--- config.mk ---
export PLATFORM = sky130hd
export DESIGN_NAME = axi_read_handler_flat
export DESIGN_NICKNAME = d
export VERILOG_FILES = /design/src/rtl/axi_read_handler_if.sv /design/src/rtl/axi_read_handler.sv /design/src/flat_wrapper.sv
export SDC_FILE = /design/constraint.sdc
export NUM_CORES = 1
export LEC_CHECK = 0
export CAP_MARGIN = 5
export CORE_MARGIN = 3
export CORE_UTILIZATION = 45
export CTS_CLUSTER_DIAMETER = 40
export CTS_CLUSTER_SIZE = 20
export DETAILED_ROUTE_END_ITERATION = 6
export DONT_BUFFER_PORTS = 1
export MAX_ROUTING_LAYER = met4
export PLACE_DENSITY_LB_ADDON = 0.2
export SYNTH_ARGS = -nofsm -noshare
export SYNTH_HDL_FRONTEND = slang
export SYNTH_SLANG_ARGS = --single-unit
--- constraint.sdc ---
create_clock -name clk -period 1.53 [get_ports clk]
set_input_delay 0.153 -clock clk [delete_from_list [all_inputs] [get_ports clk]]
set_output_delay 0.153 -clock clk [all_outputs]
set_load 0.03 [all_outputs]
--- src/rtl/axi_read_handler_if.sv ---
// AXI4-Lite read-channel bundle (AR and R) between the read handler and an AXI-Lite slave.
// The master modport is the handler side; the slave modport is the memory/peripheral side.
interface axi_read_handler_if #(
   parameter int DATA_WIDTH = 32,
   parameter int ADDR_WIDTH = 5
);
   logic [ADDR_WIDTH-1:0] araddr;
   logic [2:0]            arprot;
   logic                  arvalid;
   logic                  arready;
   logic [DATA_WIDTH-1:0] rdata;
   logic [1:0]            rresp;
   logic                  rvalid;
   logic                  rready;

   modport master (
      output araddr, arprot, arvalid, rready,
      input  arready, rdata, rresp, rvalid
   );

   modport slave (
      input  araddr, arprot, arvalid, rready,
      output arready, rdata, rresp, rvalid
   );
endinterface

--- src/rtl/axi_read_handler.sv ---
// AXI4-Lite read initiator: one user request becomes one AR/R transaction, one at a time.
// Result data/response are held until the next completion; read_valid pulses for one cycle.
module axi_read_handler #(
   parameter int DATA_WIDTH = 32,
   parameter int ADDR_WIDTH = 5
) (
   input  logic                  clk,
   input  logic                  rst_n,
   input  logic [ADDR_WIDTH-1:0] read_addr,
   input  logic                  start_read,
   output logic                  ready,
   output logic [DATA_WIDTH-1:0] read_data,
   output logic [1:0]            read_resp,
   output logic                  read_valid,
   output logic                  read_error,
   axi_read_handler_if.master    s_axil
);
   typedef enum logic [1:0] {IDLE, ADDR, DATA} state_t;

   state_t                state_reg, state_next;
   logic [ADDR_WIDTH-1:0] araddr_reg, araddr_next;
   logic                  arvalid_reg, arvalid_next;
   logic [DATA_WIDTH-1:0] data_reg, data_next;
   logic [1:0]            resp_reg, resp_next;
   logic                  error_reg, error_next;
   logic                  valid_reg, valid_next;

   always_ff @(posedge clk or negedge rst_n) begin
      if (!rst_n) begin
         state_reg   <= IDLE;
         araddr_reg  <= '0;
         arvalid_reg <= 1'b0;
         data_reg    <= '0;
         resp_reg    <= 2'b00;
         error_reg   <= 1'b0;
         valid_reg   <= 1'b0;
      end else begin
         state_reg   <= state_next;
         araddr_reg  <= araddr_next;
         arvalid_reg <= arvalid_next;
         data_reg    <= data_next;
         resp_reg    <= resp_next;
         error_reg   <= error_next;
         valid_reg   <= valid_next;
      end
   end

   always_comb begin
      state_next   = state_reg;
      araddr_next  = araddr_reg;
      arvalid_next = arvalid_reg;
      data_next    = data_reg;
      resp_next    = resp_reg;
      error_next   = error_reg;
      valid_next   = 1'b0;
      case (state_reg)
         IDLE: begin
            if (start_read) begin
               araddr_next  = read_addr;
               arvalid_next = 1'b1;
               state_next   = ADDR;
            end
         end
         ADDR: begin
            // rvalid seen here precedes the address handshake and is never taken as data.
            if (arvalid_reg && s_axil.arready) begin
               arvalid_next = 1'b0;
               state_next   = DATA;
            end
         end
         DATA: begin
            if (s_axil.rvalid) begin
               data_next  = s_axil.rdata;
               resp_next  = s_axil.rresp;
               error_next = (s_axil.rresp != 2'b00);
               valid_next = 1'b1;
               state_next = IDLE;
            end
         end
         default: state_next = IDLE;
      endcase
   end

   // ready and rready decode only the state register, so no input reaches an output combinationally.
   assign ready          = (state_reg == IDLE);
   assign s_axil.rready  = (state_reg == ADDR) || (state_reg == DATA);
   assign s_axil.araddr  = araddr_reg;
   assign s_axil.arvalid = arvalid_reg;
   assign s_axil.arprot  = 3'b000;

   assign read_data  = data_reg;
   assign read_resp  = resp_reg;
   assign read_error = error_reg;
   assign read_valid = valid_reg;
endmodule

--- src/flat_wrapper.sv ---
// flat-port wrapper written by rule: the top's interface ports become plain ports
module axi_read_handler_flat 
#(
   parameter int DATA_WIDTH = 32,
   parameter int ADDR_WIDTH = 5
)
  (clk, rst_n, read_addr, start_read, ready, read_data, read_resp, read_valid, read_error, s_axil_araddr, s_axil_arprot, s_axil_arvalid, s_axil_rready, s_axil_arready, s_axil_rdata, s_axil_rresp, s_axil_rvalid);
  axi_read_handler_if #(.DATA_WIDTH(DATA_WIDTH), .ADDR_WIDTH(ADDR_WIDTH)) s_axil_i ();
  input  logic clk;
  input  logic rst_n;
  input  logic [ADDR_WIDTH-1:0] read_addr;
  input  logic start_read;
  output logic ready;
  output logic [DATA_WIDTH-1:0] read_data;
  output logic [1:0] read_resp;
  output logic read_valid;
  output logic read_error;
  output wire logic [$bits(s_axil_i.araddr)-1:0] s_axil_araddr;
  output wire logic [$bits(s_axil_i.arprot)-1:0] s_axil_arprot;
  output wire logic [$bits(s_axil_i.arvalid)-1:0] s_axil_arvalid;
  output wire logic [$bits(s_axil_i.rready)-1:0] s_axil_rready;
  input wire logic [$bits(s_axil_i.arready)-1:0] s_axil_arready;
  input wire logic [$bits(s_axil_i.rdata)-1:0] s_axil_rdata;
  input wire logic [$bits(s_axil_i.rresp)-1:0] s_axil_rresp;
  input wire logic [$bits(s_axil_i.rvalid)-1:0] s_axil_rvalid;
  assign s_axil_araddr = s_axil_i.araddr;
  assign s_axil_arprot = s_axil_i.arprot;
  assign s_axil_arvalid = s_axil_i.arvalid;
  assign s_axil_rready = s_axil_i.rready;
  assign s_axil_i.arready = s_axil_arready;
  assign s_axil_i.rdata = s_axil_rdata;
  assign s_axil_i.rresp = s_axil_rresp;
  assign s_axil_i.rvalid = s_axil_rvalid;
  axi_read_handler #(.DATA_WIDTH(DATA_WIDTH), .ADDR_WIDTH(ADDR_WIDTH)) u_core (.clk(clk), .rst_n(rst_n), .read_addr(read_addr), .start_read(start_read), .ready(ready), .read_data(read_data), .read_resp(read_resp), .read_valid(read_valid), .read_error(read_error), .s_axil(s_axil_i));
endmodule
Yosys cells after proc, flatten, opt, wreduce, memory -nomap -nowiden. Index checks and enable logic that the tools add are counted.

Flip-flop bits (word level): 44. Bits in latches: 0. Memory bits (writable): 0. ROM bits: 0. Output and inout bits: 47. Memories kept: 0.

$add $sub $neg: 0. $mul: 0. Div/mod/pow operators: 0. Order comparisons: 0. Equal/unequal tests: 5. Shift operators: 0. Mux-type cells: 9. Bitwise gates (word level): 0. Reductions and logical operators: 9.

Operators with widths (number): $mux 2 (3); $pmux 2 s3 (1); $reduce_and 3->1 (2); $mux 1 (4); $ne 2x2->1 const B (2); $reduce_and 2->1 (2); $reduce_bool 2->1 (2); $eq 2x1->1 const B (1); $eq 2x2->1 const B (1); $logic_not 2->1 (1); $ne 2x1->1 const B (1); $pmux 1 s2 (1); $logic_and 1x1->1 (1); $logic_or 1x1->1 (1).

Logic depth before layout (Yosys ltp). Gate-level depths: netlist of run 1.

Depth in word-level cells: 3. Mapped depth: 6. Mapped depth without buffers: 5.

Worst setup path after synthesis of run 1. Ideal clock, no wire load.

Path kind: register to register. Start: reg u_core.state_reg[0]. End: reg u_core.state_reg[0]. Data arrival time: 1392 ps. Setup slack: 10 ps. Stages on the path, launching flop included: 5. Buffers on the path: 0. Cell sequence: dfrtp_1 > inv_1 > ha_1 > a222oi_1 > mux2_1.

Word-level cells in the longest chain between the ends: 3. Elaborated cells on any way between the ends: 8.

RTL lines: start: declaration (line axi_read_handler.sv:20) `state_t state_reg, state_next;`; start signal: assignment (line axi_read_handler.sv:38) `state_reg <= state_next;`; $eq 2x2->1 (tied with other cells) (line axi_read_handler.sv:56) `case (state_reg)`; $ne 2x2->1 (no line) / $ne 2x1->1 (equally long branches); $reduce_and 3->1 (no line).

Parallel ways exist; a longest one is shown, timed or not. A chain may end at the register's enable or synchronous reset.

Worst setup path in the final report of run 1.
Start: reg u_core.state_reg[1]. End: reg u_core.state_reg[0].

The elaborated chain is that of the path after synthesis.

==> summary.md, run 1 <==
| Metric | Value |
|---|---|
| Status | `finished with violations` |
| Failing checks | `setup timing` |
| Final Hold Viols | `0` |
| CTS buffer count | `5` |
| Post-Syn Area | `1750 um2` |
| Critical Path Source Type | `register` |
| Synth Instances | `113` |
| DIE AREA | `4660 um2` |
| Final wirelength | `3.56 mm` |
| Fin. max-slew vios | `0` |
| Area delta synth->final | `34.4%` |
| Die Ht | `68.3 um` |
| CTS Sinks | `44` |
| Leak | `1.06 nW` |
| Final setup viols | `2` |
| # fillers | `281` |
| CTS root buf | `clkbuf_8` |
| Worst setup EP type | `register` |
| Number of flip-flops under the largest register name | `32` |
| DP Worst Slack | `-0.113 ns` |
| GPL Wtd Cong | `0.743` |
| Port bufs | `0` |
| Crit path largest cell delay | `0.40 ns` |
| Vias | `1,065` |
| # IOs | `91` |
| Crit Path Class | `reg -> reg` |
| Setup TNS | `-0.0132 ns` |
| WP buf/inv | `2` |
| Post-Syn Area per Cell | `15.4 um2` |
| Post-DP Area | `1850 um2` |
| Seq/Total Area, Yosys | `63.1%` |
| Arrival time at the worst endpoint | `1.72 ns` |
| Tot GR Track Use | `15.8%` |
| Fin crit share | `101%` |
| Remaining antenna violation count | `0` |
| Chip width | `68.3 um` |
| Total Nets Final | `211` |
| Utilization after layout | `63.6%` |
| WL/cell | `16.9 um` |
| Largest net degree at the start of global routing | `45` |
| Clock Path Buffers | `2` |
| Cell Rows | `22` |
| Core area | `3690 um2` |
| Period minus WS final | `1.54 ns` |
| CP Max Fanout | `3` |
| Share of layout cells above drive strength 1 | `22.8%` |
| Critical path cell sequence | `inv_2, ha_4, a222oi_1, buf_4, mux2_4` |
| Remaining Overflow, GRT | `0` |
| Initial Utilization | `47.3%` |
| # diodes | `0` |
| Synth area leaders | `dfrtp_1, mux2_1, mux2_2` |
| DP Wirelength | `2.40 mm` |
| Register bit total from synthesis | `44` |
| Internal Pwr Total | `2.87 mW` |
| First-pass GRT wire length | `5.07 mm` |
| CP required | `1.71 ns` |
| Seq pwr share | `60.8%` |
| Switching share of power | `46.3%` |
| Post-synth top area share | `63.1%` |
| Logic gate share of total power | `26.7%` |
| Top delay family on crit path | `flip-flops` |
| Max cap viols | `0` |
| Post-synth top area cell | `dfrtp_1` |
| Vias in the first global route | `1,137` |
| Layout Skew | `0.00155 ns` |
| Starting DRT DRC Count | `55` |
| Vias per cell | `5.07` |
| Residual DRC | `0` |
| Final Cell Area | `2350 um2` |
| H-tree Lvls | `2` |
| Antenna violations before repair | `0` |
| Yosys warns | `0` |
| CTS tree | `built` |
| Clock power share | `12.5%` |
| Peak VDD IR | `1.11 mV` |
| Latest clock arrival within the worst-skew pair | `0.29 ns` |
| Clk pin slew, worst setup/hold paths | `0.07 ns` |
| Pwr/cell area | `2280 nW/um2` |
| Slowest CP cell | `dfrtp_1` |
| Iteration count of the initial detailed-routing pass | `4` |
| Distinct cells, synth | `17` |
| Unrepaired setup endpoints after global routing | `true` |
| Power Total | `5.34 mW` |
| P_sw | `2.47 mW` |
| Post-route setup slack | `-0.00932 ns` |
| Worst hold path type | `in -> reg` |
| Achievable Freq | `650 MHz` |
==> routing by layer <==
| layer | vias to the layer above | part of all wire (%) | global-route usage (%) |
|---|---|---|---|
| li1 | 476 | - | - |
| met1 | 524 | 35 | 15.0 |
| met2 | 60 | 53 | 27.2 |
| met3 | 5 | 10 | 5.91 |
| met4 | 0 | 1.4 | 8.93 |
| met5 | - | 0 | - |
==> cell families (layout without fill, tap and decap cells) <==
logic type	count (synthesis)	after routing	share of synthesized area (%)
buffers and inverters	11	58	3.23
AOI/OAI and AO/OA	4	4	1.65
muxes	41	41	26.5
DFF	44	44	63.1
and+or+nand+nor	7	7	1.79
adders and majority gates	5	5	3.58
other	1	3	0.215
==> repair_timing <==
action,4_1_cts,5_1_grt
resized for setup,8,0
hold endpoints to repair,74,3
hold buffers,32,3
buffers inserted,3,1
setup endpoints to repair,2,2
pin swaps,1,1
==> cell type report <==
| type | count | area (um2) | share of cell area, % |
|---|---|---|---|
| Sequential cell | 44 | 1100 | 46.9 |
| Multi-Input combinational cell | 60 | 621 | 26.5 |
| Clock buffer | 6 | 72.6 | 3.09 |
| Clock inverter | 1 | 5.00 | 0.213 |
| Inverter | 5 | 18.8 | 0.800 |
| Timing Repair Buffer | 46 | 468 | 19.9 |
| Tap cell | 48 | 60.1 | 2.56 |
==> final timing paths <==
kind                                                         from                                end  slack, ns  cells after the start
worst max-delay path              u_core.state_reg[1]$_DFFE_PN0P_    u_core.state_reg[0]$_DFFE_PN0P_     -0.009                      5
worst min-delay path                             s_axil_rdata[20]   u_core.read_data[20]$_DFFE_PN0P_      0.007                      1
worst max register to register    u_core.state_reg[1]$_DFFE_PN0P_    u_core.state_reg[0]$_DFFE_PN0P_     -0.009                      5
worst min register to register  u_core.s_axil.arvalid$_DFFE_PN0P_  u_core.s_axil.arvalid$_DFFE_PN0P_       0.68                      2
max in group asynchronous                                   rst_n   u_core.read_data[15]$_DFFE_PN0P_       0.98                      2
min in group asynchronous                                   rst_n    u_core.read_data[5]$_DFFE_PN0P_       0.35                      2
==> synthesized netlist by cell type <==
cell and instances:
o21ai_1 1, nor2_1 1, a21oi_1 1, conb_1 1, inv_1 4, buf_2 3, dfrtp_1 44, inv_2 1
nand2_1 4, nand2_2 1, ha_1 5, mux2_1 31, nand2b_1 1, mux2_2 10, buf_4 3, o2bb2ai_1 1
a222oi_1 1
==> through the flow <==
step	hold WS [ns]	cells
after floorplan	-0.143	115
after global placement	-0.141	164
after detailed placement	-0.142	164
after CTS	0.00108	206
after global routing	0.00155	210
final	0.00684	210
==> cell usage in the layout (no fill, tap or decap) <==
| cell type | n |
|---|---|
| dfrtp_1 | 44 |
| o2bb2ai_1 | 1 |
| clkbuf_1 | 1 |
| inv_1 | 2 |
| mux2_1 | 29 |
| buf_12 | 3 |
| buf_4 | 9 |
| a21oi_1 | 1 |
| inv_2 | 3 |
| dlygate4sd3_1 | 34 |
| nor2_1 | 1 |
| ha_2 | 2 |
| mux2_2 | 10 |
| clkbuf_8 | 5 |
| ha_1 | 2 |
| o21ai_1 | 1 |
| nand2_1 | 4 |
| nand2_2 | 1 |
| nand2b_1 | 1 |
| a222oi_1 | 1 |
| ha_4 | 1 |
| mux2_4 | 2 |
| clkinv_2 | 1 |
| conb_1 | 3 |
==> power by group through the flow <==
stage	logic [mW]	clock network, mW	registers (mW)
finish	1.43	0.667	3.25
global route	1.56	0.737	3.33
CTS	1.42	0.690	3.26
detailed placement	1.16	0	3.28
global placement	1.08	0	3.26
floorplan	0.845	0	3.17
Note: power is estimated with default switching activity, not from simulation.
==> inputs of run 2 (changes only) <==
--- a/config.mk
+++ b/config.mk
@@ -14,6 +14,7 @@
 export DONT_BUFFER_PORTS = 1
 export MAX_ROUTING_LAYER = met4
 export PLACE_DENSITY_LB_ADDON = 0.2
+export SETUP_SLACK_MARGIN = 0.2
 export SYNTH_ARGS = -nofsm -noshare
 export SYNTH_HDL_FRONTEND = slang
 export SYNTH_SLANG_ARGS = --single-unit
==> summary.md, run 2 (synthesized netlist as in run 1, its figures left out) <==
| Metric | Value |
|---|---|
| Status | `finished with violations` |
| Failing checks | `setup timing` |
| Area delta synth->final | `41.4%` |
| Max cap viols | `0` |
| Critical Path Source Type | `register` |
| Remaining antenna violation count | `0` |
| Top delay family on crit path | `compound AO/OA/AOI/OAI gates` |
| CTS tree | `built` |
| CTS Sinks | `44` |
| Final wirelength | `3.95 mm` |
| Vias per cell | `5.13` |
| Pwr/cell area | `2270 nW/um2` |
| Clock power share | `12.1%` |
| Total Nets Final | `212` |
| Vias in the first global route | `1,150` |
| Leak | `1.13 nW` |
| Number of flip-flops under the largest register name | `32` |
| H-tree Lvls | `2` |
| Die Ht | `68.3 um` |
| Arrival time at the worst endpoint | `1.76 ns` |
| Final setup viols | `2` |
| Metal2 WL | `2.13 mm` |
| # IOs | `91` |
| Antenna violations before repair | `0` |
| P_sw | `2.58 mW` |
| Commonest cells after routing, fill and taps aside | `dfrtp_1, dlygate4sd3_1, mux2_1` |
| Crit Path Class | `reg -> reg` |
| Post-route setup slack | `-0.0580 ns` |
| Register area | `1100 um2` |
| Max Used Layer | `met4` |
| First-pass GRT wire length | `5.33 mm` |
| Worst setup EP type | `register` |
| Worst hold path type | `in -> reg` |
| Fin crit share | `104%` |
| Utilization after layout | `66.9%` |
| # fillers | `271` |
| Largest net degree at the start of global routing | `45` |
| Achievable Freq | `630 MHz` |
| Logic gate share of total power | `29.7%` |
| Slowest CP cell | `a222oi_1` |
| Commonest non-fill, non-tap cell in the layout | `dfrtp_1` |
| Internal Pwr Total | `3.02 mW` |
| Power Total | `5.60 mW` |
| Port bufs | `0` |
| CTS buffer count | `5` |
| CP required | `1.70 ns` |
| Switching share of power | `46.0%` |
| Clk pin slew, worst setup/hold paths | `0.08 ns` |
| WP buf/inv | `1` |
| Unrepaired setup endpoints after global routing | `true` |
| Residual DRC | `0` |
| Initial Utilization | `47.3%` |
| Vias | `1,083` |
| Peak VDD IR | `1.34 mV` |
| CTS root buf | `clkbuf_8` |
| Fin. max-slew vios | `0` |
| Chip width | `68.3 um` |
| Share of layout cells above drive strength 1 | `24.5%` |
| # diodes | `0` |
| Critical path cell sequence | `inv_2, ha_4, a222oi_1, mux2_1` |
| Latest clock arrival within the worst-skew pair | `0.29 ns` |
| Tot GR Track Use | `16.6%` |
| DIE AREA | `4660 um2` |
| Seq pwr share | `58.2%` |
| Multi-input gate area | `663 um2` |
| CP Max Fanout | `3` |
| WL/cell | `18.7 um` |
| WL met1 | `1.34 mm` |
| Met3 WL | `436 um` |
| Cell Rows | `22` |
| Clock Path Buffers | `2` |
| GPL Wtd Cong | `0.624` |
| Final hold slack | `0.00407 ns` |
| Iteration count of the initial detailed-routing pass | `4` |
| Crit path largest cell delay | `0.47 ns` |
| Layout Skew | `0.00745 ns` |
| Core area | `3690 um2` |
| Period minus WS final | `1.59 ns` |
| Starting DRT DRC Count | `78` |
| Remaining Overflow, GRT | `0` |
| Final Hold Viols | `0` |
| DP Wirelength | `2.45 mm` |
-- run 2: cell types whose count changed in the layout (fill, tap and decap cells not counted), sizes merged --
| cell | before | now |
|---|---|---|
| dlygate4sd3 | 34 | 32 |
| clkbuf | 6 | 7 |
| buf | 12 | 13 |
| clkinvlp | 0 | 1 |
-- run 2: power groups by stage --
stage	Combinational, mW	Sequential, mW	Clock [mW]
floorplan	0.916	3.18	0
global placement	1.09	3.27	0
detailed placement	1.19	3.29	0
CTS	1.55	3.26	0.698
global route	1.81	3.33	0.747
finish	1.66	3.26	0.679
-- run 2: routing by layer --
| metal | GRT usage, % | up-vias |
|---|---|---|
| met5 | - | - |
| met4 | 6.70 | 0 |
| met3 | 7.39 | 5 |
| met2 | 28.5 | 60 |
| met1 | 16.3 | 541 |
| li1 | - | 477 |
-- run 2: worst reg2reg max path, stage by stage (launching register included) --
cell and delay, ns:
dfrtp_1 0.39, inv_2 0.08, ha_4 0.17, a222oi_1 0.47
mux2_1 0.37
-- run 2: what timing repair did --
item	4_1_cts	5_1_grt
setup endpoints to repair	38	44
hold buffers	27	6
gates cloned	1	2
endpoints found under the hold margin	69	6
setup buffers	4	2
pin swaps	3	2
resized for setup	14	4
-- run 2: cell type report --
cell class,instances,area share (%)
tap,48,2.43
clock buffer,5,2.79
multi-input combinational,60,26.9
timing repair buffer,47,22.0
clock inverter,2,0.507
sequential,44,44.6
inverter,5,0.760
-- run 2: worst paths after layout --
check / startpoint / end / slack, ns / cells after the start
worst max register to register: u_core.state_reg[0]$_DFFE_PN0P_ / u_core.state_reg[0]$_DFFE_PN0P_ / -0.06 / 4
worst max-delay path: u_core.state_reg[0]$_DFFE_PN0P_ / u_core.state_reg[0]$_DFFE_PN0P_ / -0.06 / 4
worst min register to register: u_core.state_reg[1]$_DFFE_PN0P_ / u_core.state_reg[1]$_DFFE_PN0P_ / 0.55 / 1
min in group asynchronous: rst_n / u_core.read_data[14]$_DFFE_PN0P_ / 0.33 / 2
max in group asynchronous: rst_n / u_core.s_axil.araddr[4]$_DFFE_PN0P_ / 0.99 / 2
worst min-delay path: s_axil_rdata[21] / u_core.read_data[21]$_DFFE_PN0P_ / 0.004 / 1
-- run 2: per-stage QoR --
| stage | setup WS, ns | cells | instance area, um2 | setup TNS (ns) |
|---|---|---|---|---|
| floorplan | 0.0424 | 115 | 1780 | 0 |
| detailed placement | -0.0746 | 162 | 1850 | -0.145 |
| finish | -0.0580 | 211 | 2470 | -0.115 |
| CTS | -0.0334 | 201 | 2340 | -0.184 |
| global route | -0.0705 | 211 | 2470 | -0.142 |
| global placement | 0.0159 | 162 | 1850 | 0 |
